<file path="config.mk">
export PLATFORM = sky130hd
export DESIGN_NAME = binary_to_ternary
export DESIGN_NICKNAME = d
export VERILOG_FILES = /design/src/rtl/binary_to_ternary_pkg.sv /design/src/rtl/binary_to_ternary_div.sv /design/src/rtl/binary_to_ternary.sv
export SDC_FILE = /design/constraint.sdc
export NUM_CORES = 1
export LEC_CHECK = 0
export CORE_MARGIN = 5
export CORE_UTILIZATION = 57
export DETAILED_ROUTE_END_ITERATION = 6
export GPL_TIMING_DRIVEN = 1
export PLACE_DENSITY = 0.91
export SYNTH_ARGS = -nofsm -noshare
export SYNTH_HDL_FRONTEND = slang
export SYNTH_SLANG_ARGS = --single-unit
</file>
<file path="constraint.sdc">
create_clock -name clk -period 10.5 [get_ports clk]
set_input_delay 2.625 -clock clk [delete_from_list [all_inputs] [get_ports clk]]
set_output_delay 2.625 -clock clk [all_outputs]
set_load 0.1 [all_outputs]
</file>
<file path="src/rtl/binary_to_ternary_pkg.sv">
`default_nettype none
// +----------------------------------------------------------------------------+
// | Module  : binary_to_ternary_pkg                                            |
// | Brief   : Trit codes and FSM state encodings shared with the adder path.   |
// | Revision: 1.0                                                              |
// +----------------------------------------------------------------------------+
package binary_to_ternary_pkg;

   localparam int         TRIT_BITS = 2;
   localparam logic [1:0] TRIT_ZERO = 2'b00;
   localparam logic [1:0] TRIT_ONE  = 2'b01;
   localparam logic [1:0] TRIT_TWO  = 2'b10;

   localparam logic [1:0] ST_IDLE = 2'd0;
   localparam logic [1:0] ST_CONV = 2'd1;
   localparam logic [1:0] ST_DONE = 2'd2;

endpackage : binary_to_ternary_pkg
`default_nettype wire

</file>
<file path="src/rtl/binary_to_ternary_div.sv">
`default_nettype none
// +----------------------------------------------------------------------------+
// | Module  : div_by_three                                                     |
// | Brief   : Combinational unsigned divide-by-3, restoring long division.     |
// | Revision: 1.0                                                              |
// +----------------------------------------------------------------------------+
module div_by_three #(
   parameter int W = 7
) (
   input  logic [W-1:0] x,
   output logic [W-1:0] q,
   output logic [1:0]   r
);

   // rem_w[i+1] is the partial remainder entering bit i; it never exceeds 2.
   logic [1:0] rem_w [0:W];

   assign rem_w[W] = 2'd0;

   for (genvar i = W - 1; i >= 0; i--) begin : g_stage
      logic [2:0] t_w;
      logic       ge_w;
      assign t_w      = {rem_w[i+1], x[i]};
      assign ge_w     = (t_w >= 3'd3);
      assign q[i]     = ge_w;
      assign rem_w[i] = ge_w ? 2'(t_w - 3'd3) : t_w[1:0];
   end

   assign r = rem_w[0];

endmodule : div_by_three
`default_nettype wire

</file>
<file path="src/rtl/binary_to_ternary.sv">
`default_nettype none
// +----------------------------------------------------------------------------+
// | Module  : binary_to_ternary                                                |
// | Brief   : Iterative binary to 2-bit-per-trit converter, one trit / clock.  |
// | Revision: 1.0                                                              |
// +----------------------------------------------------------------------------+
module binary_to_ternary
   import binary_to_ternary_pkg::*;
#(
   parameter int N = 4,
   parameter int W = 7
) (
   input  logic                   clk,
   input  logic                   rst,
   input  logic                   inValid,
   output logic                   inReady,
   input  logic [W-1:0]           bin,
   output logic                   outValid,
   input  logic                   outReady,
   output logic [TRIT_BITS*N-1:0] trits,
   output logic                   overflow
);

   localparam int               CNT_W  = (N > 1) ? $clog2(N) : 1;
   localparam logic [CNT_W-1:0] C_LAST = CNT_W'(N - 1);

   logic [1:0]             state_q,    state_d;
   logic [CNT_W-1:0]       count_q,    count_d;
   logic [W-1:0]           work_q,     work_d;
   logic [TRIT_BITS*N-1:0] trits_q,    trits_d;
   logic                   overflow_q, overflow_d;

   logic [W-1:0] div_q_w;
   logic [1:0]   div_r_w;

   div_by_three #(.W(W)) u_div (
      .x (work_q),
      .q (div_q_w),
      .r (div_r_w)
   );

   always_ff @(posedge clk) begin
      if (rst) begin
         state_q    <= ST_IDLE;
         count_q    <= '0;
         work_q     <= '0;
         trits_q    <= '0;
         overflow_q <= 1'b0;
      end else begin
         state_q    <= state_d;
         count_q    <= count_d;
         work_q     <= work_d;
         trits_q    <= trits_d;
         overflow_q <= overflow_d;
      end
   end

   always_comb begin
      state_d = state_q;
      case (state_q)
         ST_IDLE: if (inValid)             state_d = ST_CONV;
         ST_CONV: if (count_q == C_LAST)   state_d = ST_DONE;
         ST_DONE: if (outReady)            state_d = ST_IDLE;
         default:                          state_d = ST_IDLE;
      endcase
   end

   always_comb begin
      count_d    = count_q;
      work_d     = work_q;
      trits_d    = trits_q;
      overflow_d = overflow_q;
      case (state_q)
         ST_IDLE: begin
            if (inValid) begin
               work_d  = bin;
               count_d = '0;
               trits_d = '0;
            end
         end
         ST_CONV: begin
            work_d  = div_q_w;
            count_d = count_q + 1'b1;
            for (int i = 0; i < N; i++) begin
               if (count_q == CNT_W'(i)) trits_d[TRIT_BITS*i +: TRIT_BITS] = div_r_w;
            end
            // Any quotient left after the last trit means bin did not fit in N trits.
            if (count_q == C_LAST) overflow_d = (div_q_w != '0);
         end
         default: ;
      endcase
   end

   always_comb begin
      inReady  = (state_q == ST_IDLE);
      outValid = (state_q == ST_DONE);
      trits    = trits_q;
      overflow = overflow_q;
   end

endmodule : binary_to_ternary
`default_nettype wire

</file>
Word level (Yosys, flattened, before mapping):

Cells that the tools add are included.

* register bits after elaboration: 20
* input bits: 11

* multiplexer cells: 21
* add/subtract/negate cells: 8
* reduce and logical (&&, ||, !) cells: 11
* equality and inequality tests: 11
* $lt $le $gt $ge: 7

Operator list (count)
* $mux W2: 15
* $ge A3 B2 Y1 const B: 6
* $pmux W8 S2: 1
* $reduce_and A3 Y1: 5
* $pmux W7 S2: 1
* $sub A2 B2 Y2 const B: 6
* $ne A2 B2 Y1 const B: 5
* $mux W8: 1
* $mux W7: 1
* $reduce_bool A7 Y1: 1
* $eq A2 B2 Y1 const B: 3
* $pmux W2 S3: 1
* $eq A2 B1 Y1 const B: 2
* $logic_not A2 Y1: 2
* $pmux W2 S2: 1
* $reduce_and A2 Y1: 2
* $add A2 B1 Y2 const B: 1
* $ge A1 B2 Y1 const B: 1
* $ne A2 B1 Y1 const B: 1
* $reduce_bool A2 Y1: 1
* $sub A1 B2 Y2 const B: 1

Logic depth before layout (Yosys ltp):

Gate-level depths: netlist of the first run.

* word-level depth: 16
* mapped depth: 27

Hierarchy:

Synthesis of the first run repeated with hierarchy kept, for this count alone.

* cells, all modules: 172
* area, all modules: 1629.1 um^2

Modules (own cells, without submodules)
* binary_to_ternary: area each 1063.5 um^2, seq. area each 400.4 um^2, cells an instance 103, times used 1
* div_by_three: area each 565.5 um^2, seq. area each 0.0 um^2, cells an instance 69, times used 1

Least setup slack after synthesis of the first run:

No wires, ideal clock.

* path kind: register -> register
* start point: register work_q[6]
* end point: register trits_q[1] (netlist: trits[1])
* buffers on the path: 0
* library setup time: 0.117 ns
* required time: 10.383 ns
* stages on the path, launching flop included: 27
* path slack: 5.613 ns
* clock period less this slack: 4.887 ns
* arrival: 4.770 ns
* cell sequence: dfxtp_1 nor2b_1 ha_1 or2_4 nor3_4 or2_2 inv_1 ha_1 a21oi_2 nand2_1 nor2_1 a21oi_1 ha_1 nor3b_1 o211ai_1 a2111oi_0 a21oi_1 o21a_1 inv_1 ha_1 o21bai_1 nor3_1 or2_2 ha_1 a2111o_1 o31a_2 a32o_1

* cells in the longest elaborated chain, start to end: 16
* elaborated cells between the ends (all ways): 23
* classes of those cells: add/sub: 7; order compare: 7; mux: 9

Ends and longest elaborated chain
* from (decl): line binary_to_ternary.sv:29 `logic [W-1:0] work_q, work_d;`
* from (signal assigned): line binary_to_ternary.sv:52 `work_q <= work_d;`
* $sub A1 B2 Y2 or $ge A1 B2 Y1 (tied branches): line binary_to_ternary_div.sv:26, binary_to_ternary_div.sv:24
* $mux W2 *: line binary_to_ternary_div.sv:26 `assign rem_w[i] = ge_w ? 2'(t_w - 3'd3) : t_w[1:0];`
* $ge A3 B2 Y1 or $sub A2 B2 Y2 (tied branches): line binary_to_ternary_div.sv:24, binary_to_ternary_div.sv:26
* $mux W2 *: line binary_to_ternary_div.sv:26
* $ge A3 B2 Y1 or $sub A2 B2 Y2 (tied branches): line binary_to_ternary_div.sv:24, binary_to_ternary_div.sv:26
* $mux W2 *: line binary_to_ternary_div.sv:26
* $ge A3 B2 Y1 or $sub A2 B2 Y2 (tied branches): line binary_to_ternary_div.sv:24, binary_to_ternary_div.sv:26
* $mux W2 *: line binary_to_ternary_div.sv:26
* $ge A3 B2 Y1 or $sub A2 B2 Y2 (tied branches): line binary_to_ternary_div.sv:24, binary_to_ternary_div.sv:26
* $mux W2 *: line binary_to_ternary_div.sv:26
* $ge A3 B2 Y1 or $sub A2 B2 Y2 (tied branches): line binary_to_ternary_div.sv:24, binary_to_ternary_div.sv:26
* $mux W2 *: line binary_to_ternary_div.sv:26
* $ge A3 B2 Y1 or $sub A2 B2 Y2 (tied branches): line binary_to_ternary_div.sv:24, binary_to_ternary_div.sv:26
* $mux W2 *: line binary_to_ternary_div.sv:26
* $mux W2 *: line binary_to_ternary.sv:85 `if (count_q == CNT_W'(i)) trits_d[TRIT_BITS*i +: TRIT_BITS] = div_r_w;`
* $pmux W8 S2 *: line binary_to_ternary.sv:73 `case (state_q)`
* to (signal assigned): line binary_to_ternary.sv:53 `trits_q <= trits_d;`
* to (decl): line binary_to_ternary.sv:30 `logic [TRIT_BITS*N-1:0] trits_q, trits_d;`

Mark *: on every way between the ends. The rest lies on a longest branch, timed or not. The select of a mux whose other input is x is not followed.
A chain may end at the register's enable or synchronous reset.

Worst setup path in the final report of the first run:

* start point: register work_q[6]
* end point: register trits_q[3] (netlist: trits[3])

Same word-level chain as after synthesis.

==> results.json, run 1 <==
{
  "status": "finished clean",
  "fmax_mhz": 181,
  "ys_types": 45,
  "pre_cts_ws_ps": 5080,
  "cp_max_fo": 8,
  "arrival_ps": 5720,
  "peakVddDrop_mv": 0.108,
  "clock_latency_ps": 310,
  "yosys_warnings": 0,
  "cts_resized": 0,
  "max_cap_violations": 0,
  "synth_top_area_cell": "dfxtp_1",
  "remaining_drc_errors": 0,
  "fin_tns_setup_ps": 0,
  "start_util_pct": 58.3,
  "via_per_inst": 6.29,
  "grt_pass1_wl_um": 5950,
  "synth-seq-cells": 20,
  "seq_area_frac_synth_pct": 28.5,
  "path_class": "flop to flop",
  "place.gp.congestion": 0.861,
  "cts.sink_count": 20,
  "syn_nets": 194,
  "relSlewSlack_pct": 34.8,
  "wl_per_cell_um": 15.9,
  "synth_area_leaders": "dfxtp_1, ha_1, a21oi_1",
  "hold_buffers": 0,
  "synth-edff-count": 0,
  "endpoint_kind": "flop",
  "diodes": 0,
  "power_leakage_nw": 0.650,
  "cts_buffer_depth": 2,
  "numPortBuffers": 21,
  "fill_cells": 202,
  "async_flop_share_pct": 0,
  "htreeDepth": 1,
  "clk_pin_slew_ps": 120,
  "final_net_count": 213,
  "grt_pass1_vias": 1453,
  "track_usage_pct": 21.1,
  "numCtsBuffers": 3,
  "core_area_mm2": 0.00241,
  "cts_root_buf": "clkbuf_4",
  "ys.flop_type": "dfxtp_1",
  "antenna_found_initial": 0,
  "rsz0062_at_grt": "false",
  "finalSetupViolations": 0,
  "period_minus_slack_ps": 5530,
  "pwr_density_cell_mw_per_mm2": 146,
  "drt_pass1_iterations": 4,
  "synth_top_area_share_pct": 28.5,
  "wl_um": 3500,
  "via_count": 1383,
  "dieArea_mm2": 0.00356,
  "worst_pin_slew_ps": 975,
  "area_growth_pct": 17.3,
  "cts_tree": "built",
  "die_height_um": 59.7,
  "core.rowCount": 18,
  "io_pins": 22,
  "worst_clock_skew_ps": 16.1,
  "hold_class": "flop to flop",
  "drv_slew": 0,
  "dp_hpwl_um": 2680,
  "critical_path_required_ps": 10690,
  "syn_area_mm2": 0.00141,
  "drive_gt1_share_pct": 8.95,
  "die_x_um": 59.7,
  "drt-initial-drc-count": 72,
  "syn_avg_cell_area_um2": 8.12,
  "fin_crit_sh_pct": 52.6,
  "finalHoldViolations": 0,
  "synthCells": 173,
  "cp-start-kind": "flop",
  "grt-ovfl-total": 0,
  "final_util_pct": 68.4,
  "layout_setup_ws_ps": 4970,
  "grt_max_degree": 23,
  "ant_nets": 0,
  "cts_setup_buffers": 0
}
==> state kept, by name (all words and copies together), names as in the netlist <==
signal,count
work_q,7
overflow,1
count_q,2
state_q,2
trits,8
==> placed cells by master (no fill, tap or decap), types with 3 or more instances in the layout <==
master and count:
a21oi_1 19, a32o_1 8, clkbuf_4 3, clkdlybuf4s50_1 21
dfxtp_1 20, ha_1 10, inv_1 8, nand2_1 11
nand2b_1 4, nor2_1 23, nor2b_1 12, nor3_1 4
o21ai_0 6, or2_2 3
==> synth_stat cells, drive strengths merged (2+ instances only) <==
library cell  number
o21bai             2
dfxtp             20
nor3b              2
nor3               5
a222oi             2
ha                10
nand2             11
a32o               8
or2                4
nand2b             4
nor2              24
a21oi             20
nand3              2
clkbuf             6
a32oi              2
o31ai              2
o211ai             3
a21boi             2
nor2b             12
inv                8
o21ai              7
==> report_power, final <==
part           total (mW)  internal [mW]  leakage, nW  switching [mW]
Sequential         0.0892         0.0818        0.163         0.00735
Clock              0.0373         0.0134       0.0138          0.0239
Combinational       0.114         0.0419        0.473          0.0720
Total               0.240          0.137        0.650           0.103
==> metal layers <==
layer  GRT usage [%]  part of all wire, %  vias to the layer above  wire [um]
met5               0                    0                        -          0
met4            4.75                  1.5                        0         54
met3            4.32                  4.9                        7        172
met1            23.8                   41                      664       1440
met2            39.8                   52                       48       1830
li1                -                    -                      664          -
==> worst paths after layout <==
path / end / cells after the start / slack [ps] / from
worst max-delay path: trits[3]$_SDFFE_PP0P_ / 26 / 4970 / work_q[6]$_SDFFE_PP0P_
worst min-delay path: overflow$_SDFFE_PP0P_ / 2 / 530 / overflow$_SDFFE_PP0P_
worst min register to register: overflow$_SDFFE_PP0P_ / 2 / 530 / overflow$_SDFFE_PP0P_
worst max register to register: trits[3]$_SDFFE_PP0P_ / 26 / 4970 / work_q[6]$_SDFFE_PP0P_
==> worst max-delay path, cell delays in order, from the launching register on <==
cell       delay [ps]
dfxtp_1           450
nor2b_1           140
ha_1              220
or2_4             280
nor3_4            240
or2_2             170
inv_1              40
ha_1              200
a21oi_2           190
nand2_1           140
nor2_1            110
a21oi_1            50
ha_1              300
nor3b_1           210
o211ai_1          120
a2111oi_0         420
a21oi_1            70
o21a_1            170
inv_1              90
ha_1              180
o21bai_1          150
nor3_1             90
or2_2             280
ha_1              260
a2111o_1          400
o31a_2            160
a32o_1            260
==> area by class of cell <==
class	instances	area (um^2)	share of cell area (%)
flip-flops and latches	20	400	24.3
inverters	8	30.0	1.82
multi-input cells	138	947	57.5
clock buffers	3	22.5	1.37
well taps	30	37.5	2.28
repair buffers	21	210	12.8
==> per-stage QoR <==
step                hold slack, ps  std cells  cell area (um^2)  total power [mW]
floorplan                      480        173              1410             0.177
global placement               495        217              1630             0.199
detailed placement             518        217              1630             0.203
CTS                            534        220              1650             0.240
global route                   565        220              1650             0.254
finish                         531        220              1650             0.240
==> cell families (layout without fill, tap and decap cells) <==
logic type	Yosys count	in the layout	share of synthesized area (%)
flip-flops	20	20	28.5
AND/OR/NAND/NOR	68	68	25.0
AO/OA/AOI/OAI	59	59	32.4
multiplexers	1	1	1.07
adder cells (fa/ha/maj)	10	10	8.90
buffers and inverters	15	32	4.10
Note: power is estimated with default switching activity, not from simulation.
==> inputs of run 2 (changes only) <==
--- a/config.mk
+++ b/config.mk
@@ -6,10 +6,10 @@
 export NUM_CORES = 1
 export LEC_CHECK = 0
 export CORE_MARGIN = 5
-export CORE_UTILIZATION = 57
+export CORE_UTILIZATION = 48
 export DETAILED_ROUTE_END_ITERATION = 6
 export GPL_TIMING_DRIVEN = 1
-export PLACE_DENSITY = 0.91
+export PLACE_DENSITY = 0.82
 export SYNTH_ARGS = -nofsm -noshare
 export SYNTH_HDL_FRONTEND = slang
 export SYNTH_SLANG_ARGS = --single-unit
==> constraint.sdc (replaced) <==
create_clock -name clk -period 4.55 [get_ports clk]
set_input_delay 1.1375 -clock clk [delete_from_list [all_inputs] [get_ports clk]]
set_output_delay 1.1375 -clock clk [all_outputs]
set_load 0.1 [all_outputs]
==> run 2 against run 1 <==
Net effect:
- register-to-register slack got worse by 4900 ps
- largest power group unchanged
- clock power rose to 2.9 times the previous value
- clock skew fell by 13 ps
- critical path depth did not move
- combinational power rose to 3.0 times the previous value
- clock-buffer cell count rose by 1
- first-iteration DRC count fell by 39%
==> results.json, run 2 (synthesis gave the netlist of run 1 again) <==
{
  "fill_cells": 214,
  "hold_class": "flop to flop",
  "worst_clock_skew_ps": 3.30,
  "finalHoldViolations": 0,
  "dieArea_mm2": 0.00411,
  "antenna_found_initial": 0,
  "io_pins": 22,
  "via_count": 1402,
  "stdcell_count": 240,
  "fin_crit_sh_pct": 99.4,
  "cts_root_buf": "clkbuf_4",
  "final_net_count": 231,
  "r2r_slack_ps": 30,
  "area_growth_pct": 39.0,
  "layout_setup_ws_ps": 28.6,
  "rsz0062_at_grt": "true",
  "max_cap_violations": 0,
  "layout_common_cells": "nor2_1, clkdlybuf4s50_1, a21oi_1, dfxtp_1, buf_4",
  "endpoint_kind": "flop",
  "power_mw": 0.655,
  "placed_area_mm2": 0.00178,
  "r2r_start": "work_q[5]$_SDFFE_PP0P_",
  "diodes": 0,
  "htreeDepth": 1,
  "peakVddDrop_mv": 0.331,
  "r2r_end": "trits[7]$_SDFFE_PP0P_",
  "startpoint": "work_q[5]$_SDFFE_PP0P_",
  "final_util_pct": 70.2,
  "whs_ps": 526,
  "grt_max_degree": 23,
  "final_area_mm2": 0.00195,
  "pwr_density_cell_mw_per_mm2": 336,
  "hp-start": "count_q[1]$_SDFFE_PP0P_",
  "drt_pass1_iterations": 4,
  "drive_gt1_share_pct": 28.2,
  "ant_nets": 0,
  "clock_latency_ps": 310,
  "numPortBuffers": 21,
  "numCtsBuffers": 3,
  "largest_register_ffs": 8,
  "cts_tree": "built",
  "grt_pass1_vias": 1427,
  "track_usage_pct": 19.0,
  "min_path_cells": 2,
  "remaining_drc_errors": 0,
  "die_x_um": 64.1,
  "grt-ovfl-total": 0,
  "dp_cells": 233,
  "core_area_mm2": 0.00278,
  "min_to": "count_q[1]$_SDFFE_PP0P_",
  "power_leakage_nw": 0.761,
  "die_height_um": 64.1,
  "cts_buffer_depth": 2,
  "core.rowCount": 19,
  "cts.sink_count": 20,
  "dp_hpwl_um": 2780,
  "cp-start-kind": "flop",
  "grt_pass1_wl_um": 6440,
  "pre_cts_ws_ps": -102,
  "drv_slew": 0,
  "fmax_mhz": 221,
  "period_minus_slack_ps": 4520,
  "critical_path_required_ps": 4760,
  "clk_pin_slew_ps": 120,
  "worst_pin_slew_ps": 983,
  "start_util_pct": 50.5,
  "wl_um": 3730,
  "fin_tns_setup_ps": 0,
  "path_class": "flop to flop",
  "relSlewSlack_pct": 34.2,
  "rr_worst_depth": 26,
  "status": "finished clean",
  "drt-initial-drc-count": 44,
  "arrival_ps": 4740,
  "via_per_inst": 5.84,
  "place.gp.congestion": 0.817,
  "cp_max_fo": 6,
  "wl_per_cell_um": 15.5,
  "finalSetupViolations": 0
}
## run 2: worst max path at each step
stage / endpoint / slack (ps) / depth (start not counted)
2_1_floorplan: trits[3]$_SDFFE_PP0P_ / 10 / 26
6_report: trits[7]$_SDFFE_PP0P_ / 30 / 26
5_1_grt: trits[1]$_SDFFE_PP0P_ / -170 / 26
4_1_cts: trits[7]$_SDFFE_PP0P_ / 3 / 26
3_5_place_dp: trits[3]$_SDFFE_PP0P_ / -100 / 26
3_3_place_gp: trits[5]$_SDFFE_PP0P_ / 20 / 26
## run 2: what timing repair did
| item | 4_1_cts | 5_1_grt |
|---|---|---|
| resized for setup | 11 | 12 |
| setup buffers | 2 | 1 |
| pin swaps | 4 | 10 |
| hold endpoints to repair | 0 | 0 |
| hold buffers | 0 | 0 |
| endpoints found under the setup margin | 9 | 10 |
## run 2: power by group
group / switching (mW) / leakage (nW) / total (mW) / internal (mW)
clock: 0.0580 / 0.0210 / 0.107 / 0.0489
sequential: 0.0180 / 0.164 / 0.207 / 0.189
combinational: 0.192 / 0.576 / 0.341 / 0.149
## run 2: critical path, stage by stage, from the launching register on
cell and delay (ps):
dfxtp_2 340, nor2b_4 140, ha_4 160, or2_4 260, nor3_4 130, or2_4 150, inv_2 40, ha_4 160
a21oi_4 130, buf_6 120, o211ai_4 60, a21oi_2 140, ha_2 210, and3b_1 190, o22ai_2 100, a2111oi_2 90
a21oi_1 150, o21a_1 170, inv_2 60, ha_4 160, o21ba_4 220, nor2_2 40, or2_4 260, ha_4 180
a2111o_1 370, o31a_2 160, a32o_1 270
## run 2: metal layers
metal / track usage [%] / wire (um)
met1: 21.5 / 1610
met2: 35.4 / 1960
met3: 3.15 / 117
met4: 6.36 / 42
met5: 0 / 0
## run 2: layout make-up
| class | count | area [um^2] | share of cell area [%] |
|---|---|---|---|
| multi-input combinational | 138 | 1100 | 56.1 |
| clock buffer | 4 | 36.3 | 1.86 |
| sequential | 20 | 403 | 20.6 |
| timing repair buffer | 39 | 349 | 17.9 |
| inverter | 8 | 30.0 | 1.54 |
| tap | 31 | 38.8 | 1.99 |
==> patch 1: new RTL, flow settings as in run 2 <==
Set the parameter `N` to 8 (it was 4).
--- a/src/rtl/binary_to_ternary.sv
+++ b/src/rtl/binary_to_ternary.sv
@@ -7,7 +7,7 @@
 module binary_to_ternary
    import binary_to_ternary_pkg::*;
 #(
-   parameter int N = 4,
+   parameter int N = 8,
    parameter int W = 7
 ) (
    input  logic                   clk,
Ports: changed (resized trits); port bits go from 22 to 30. The function was not compared with the original's and may differ.
==> patch 1 against run 2 <==
- power is 50% higher
- first-iteration DRC count is 110% higher
- design area is 29% higher
- setup slack better by 0.099 ns
- combinational power is 39% higher
- sequential cell count is 9 higher
- critical path depth is 1 lower
- routed wire length is 19% higher
- fmax is 2.2% higher
- clock skew is 0.00072 ns higher
- synthesized area is 21% higher
- critical endpoint is now trits[4]
- largest cell class unchanged
==> patch 1: results (changes against run 2) <==
outcome complete, no violations (unchanged); final-stage net count 268 (was 231); slowest stage delay, CP 0.34 ns (was 0.37 ns); met3 Usage GRT 3.48% (was 3.15%); Total GRT Usage 17.2% (was 19.0%); largest net degree at the start of global routing 18 (was 23); clock skew 0.00402 ns (was 0.00330 ns); clk slew on worst S/H paths 0.09 ns (was 0.12 ns); worst-margin pin slew 0.984 ns (was 0.983 ns); Place WS -0.0387 ns (was -0.102 ns); Crit path arrival time 4.63 ns (was 4.74 ns); Post-DP HPWL 2.97 mm (was 2.78 mm); global-route wire length before repair 6.84 mm (was 6.44 mm); antenna violations before repair 0 (unchanged); GRT met2 Usage 28.7% (was 35.4%); Mapped Nets 218 (was 194); RD Place Congestion 0.834 (was 0.817); number of global-route vias before repair 1,497 (was 1,427); Synth area leaders dfxtp_1, ha_1, nand3b_1, a21oi_1, o41ai_1 (was dfxtp_1, ha_1, a21oi_1, nor2_1, a32o_1); Worst VDD drop 0.214 mV (was 0.331 mV); Leak 0.946 nW (was 0.761 nW); post-synthesis sequential area ratio 34.2% (was 28.5%); Routed Antenna Nets 0 (unchanged); Critical-path top delay cell dfxtp_2 (was a2111o_1); # H-tree levels 2 (was 1); Pint 0.605 mW (was 0.387 mW); via/cell ratio 5.68 (was 5.84); routing usage on met1 21.5% (about the same); initial DRC count 92 (was 44); top cells by count, synth dfxtp_1, a21oi_1, nor2_1 (was nor2_1, dfxtp_1, a21oi_1); count of buffers from port buffering 29 (was 21); layout cell share with drive strength beyond 1 29.7% (was 28.2%); CTS Buf Count 5 (was 3); total wire length 4.45 mm (was 3.73 mm); Placed Instance Area 2190 um2 (was 1780 um2); Yosys cell types 44 (was 45); Crit Path Max Fanout 8 (was 6)
[patch 1: timing repair]
item / 4_1_cts / 5_1_grt
resized for setup: 2 / 38
endpoints found under the hold margin: 0 / 0
endpoints found under the setup margin: 8 / 18
pin swaps: 1 / 14
setup buffers: 3 / 7
[patch 1: cells by family (layout without fill, tap and decap cells)]
| family | Yosys count | count (layout) | share of synthesized area [%] |
|---|---|---|---|
| and+or+nand+nor | 71 | 71 | 23.1 |
| AOI/OAI and AO/OA | 60 | 60 | 24.7 |
| DFF | 29 | 29 | 34.2 |
| buffers and inverters | 17 | 68 | 3.83 |
| adders and majority gates | 12 | 12 | 8.85 |
| muxes | 6 | 6 | 5.31 |
[patch 1: tightest hold or removal path, cell delays in order (launching register included)]
cell	delay [ns]
dfxtp_1	0.32
nand2b_1	0.06
mux2i_1	0.06
[patch 1: layout make-up]
type,count,area [um2]
clock buffer,7,55.1
multi-input combinational,149,1280
tap,46,57.6
fill,230,880
clock inverter,1,30.0
inverter,7,26.3
timing repair buffer,53,474
sequential,29,582
[patch 1: metrics by stage]
step / cells / util, %
after CTS: 285 / 68.1
after detailed placement: 274 / 64.6
final: 292 / 74.0
after global placement: 274 / 64.6
after global routing: 292 / 74.0
after floorplan: 195 / -
[patch 1: power by group through the flow]
stage	clock (mW)	sequential [mW]	combinational [mW]
3_5_place_dp	0	0.294	0.375
3_3_place_gp	0	0.294	0.372
6_report	0.217	0.292	0.473
2_1_floorplan	0	0.368	0.206
4_1_cts	0.220	0.288	0.392
5_1_grt	0.233	0.295	0.500
[patch 1: layer usage]
layer	up-vias	share of wire (%)
li1	827	-
met1	788	42
met2	37	52
met3	6	4.2
met4	0	1.5
met5	-	0
[patch 1: worst paths after layout]
check	start	to	slack [ns]	depth (start not counted)
hold reg to reg	trits[4]	trits[4]	0.48	2
hold / removal	trits[4]	trits[4]	0.48	2
setup / recovery	work_q[5]	trits[4]	0.13	25
setup reg to reg	work_q[5]	trits[4]	0.13	25
==> patch 2: new RTL, settings of run 2 <==
Without the edit above. Put a register stage on the output `overflow`. The value now appears one clock later. The other outputs are not delayed to match.
--- a/src/rtl/binary_to_ternary.sv
+++ b/src/rtl/binary_to_ternary.sv
@@ -23,6 +23,8 @@
 
    localparam int               CNT_W  = (N > 1) ? $clog2(N) : 1;
    localparam logic [CNT_W-1:0] C_LAST = CNT_W'(N - 1);
+
+   logic overflow_c;
 
    logic [1:0]             state_q,    state_d;
    logic [CNT_W-1:0]       count_q,    count_d;
@@ -95,7 +97,11 @@
       inReady  = (state_q == ST_IDLE);
       outValid = (state_q == ST_DONE);
       trits    = trits_q;
-      overflow = overflow_q;
+      overflow_c = overflow_q;
+   end
+
+   always_ff @(posedge clk) begin
+      overflow <= overflow_c;
    end
 
 endmodule : binary_to_ternary
Check against the original RTL: not equivalent (Yosys sat finds a counterexample within 10 cycles, from zero or initial values and one cycle with rst high).
==> patch 2 against run 2 <==
- routed wire length grew 6.4%
- power increased by 16%
- design area increased by 2.6%
- clock skew rose by 0.0012 ns
- worst hold slack got worse by 0.16 ns
- sequential cell count up 1
- clock power is 16% lower
- synthesized area rose by 0.98%
- setup slack improved by 0.039 ns
- utilization is 1.2 points higher
- critical path type unchanged
==> patch 2: results (changes against run 2) <==
Worst R2R Path Depth 23 (was 26); Repair and plain buffers 40 (was 39); ClkCell Share 1.31% (was 1.86%); outcome complete, no violations (unchanged); clock skew 0.00449 ns (was 0.00330 ns); Switch Pwr 0.329 mW (was 0.268 mW); layout cell share with drive strength beyond 1 27.1% (was 28.2%); Placed Instance Area 1730 um2 (was 1780 um2); Seq cells 21 (was 20); asr flop ratio synth 0% (unchanged); clock latency at the later pin of the worst-skew pair approximately 0.3 ns; RD Place Congestion 0.844 (was 0.817); Fill cells 215 (was 214); global-route wire length before repair 6.61 mm (was 6.44 mm); Leak 0.776 nW (was 0.761 nW); final-stage net count 232 (was 231); Crit Path Max Fanout 5 (was 6); vias 1,470 (was 1,402); hold slack 0.370 ns (was 0.526 ns); Mapped Nets 195 (was 194); post-synthesis sequential area ratio 29.6% (was 28.5%); largest net degree at the start of global routing 24 (was 23); Total GRT Usage 19.5% (was 19.0%); Yosys cell types 48 (was 45); fraction of area in multi-input gates 56.4% (was 56.1%); Non-clock buffering overhead 18.2% (was 17.9%); Slew HR 34.5% (was 34.2%); Hold EP overflow (was count_q[1]); Seq. cell area 422 um2 (was 403 um2); flop2flop setup slack 0.07 ns (was 0.03 ns); top cells by count, synth nor2_1, dfxtp_1, nand2_1 (was nor2_1, dfxtp_1, a21oi_1); total wire length 3.97 mm (was 3.73 mm); Critical-path top delay cell dfxtp_2 (was a2111o_1); Hold Path Origin overflow_c (was count_q[1]); area of the multi-input gates 1130 um2 (was 1100 um2); initial DRC count 86 (was 44); origin of the worst setup path work_q[6] (was work_q[5]); #MultiIn Comb 139 (was 138); Post-DP HPWL 2.81 mm (was 2.78 mm); Inverters 6 (was 8); hold path depth 0 (was 2); Crit Reg-Reg Endpoint trits[0] (was trits[7]); Worst VDD drop 0.217 mV (was 0.331 mV); number of global-route vias before repair 1,420 (was 1,427)
-- patch 2: cell count changes after synthesis, sizes merged, moves of 3 or more --
cell,delta
nor2b,-10
a32o,-8
nor2,+6
a21oi,-5
o21ai,-5
o32ai,+5
a211oi,+4
a41o,+4
nand2,+4
a22oi,+3
nor3b,+3
-- patch 2: timing repair --
action	CTS	global route
setup endpoints to repair	9	10
setup buffers	6	8
hold endpoints to repair	0	0
pin swaps	6	18
gates resized for setup	9	16
-- patch 2: power by group through the flow --
stage          clock (mW)  combinational [mW]  sequential (mW)
2_1_floorplan           0               0.198            0.262
3_3_place_gp            0               0.293            0.223
3_5_place_dp            0               0.307            0.226
4_1_cts            0.0901               0.365            0.223
5_1_grt             0.103               0.468            0.229
6_report           0.0896               0.442            0.226
-- patch 2: routing by layer --
metal  wire, um  vias up  GRT usage (%)
met5          0        -              0
met1       1720      705           22.8
li1           -      720              -
met3        101       10           2.28
met4         80        0           8.97
met2       2070       35           35.3
-- patch 2: logic make-up after synthesis --
group	synth area share [%]
AO/OA/AOI/OAI	28.7
multiplexers	0.705
AND/OR/NAND/NOR	27.9
flip-flops	29.6
adder cells (fa/ha/maj)	8.82
buffers and inverters	4.32
-- patch 2: how the worst max path moves through the flow --
stage	slack, ns	depth (start not counted)	to
after floorplan	0.001	23	trits[0]
after global placement	0.08	22	trits[0]
after detailed placement	-0.27	23	trits[5]
after CTS	-0.01	23	trits[3]
after global routing	-0.07	23	trits[0]
final	0.07	23	trits[0]
-- patch 2: through the flow --
step                      setup WS, ns  cells  total power, mW  setup TNS [ns]
after global placement          0.0795    223            0.517               0
after global routing           -0.0716    241            0.801          -0.252
final                           0.0680    241            0.758               0
after CTS                      -0.0135    233            0.678         -0.0296
after detailed placement        -0.271    223            0.533           -1.85
after floorplan                0.00149    174            0.459               0
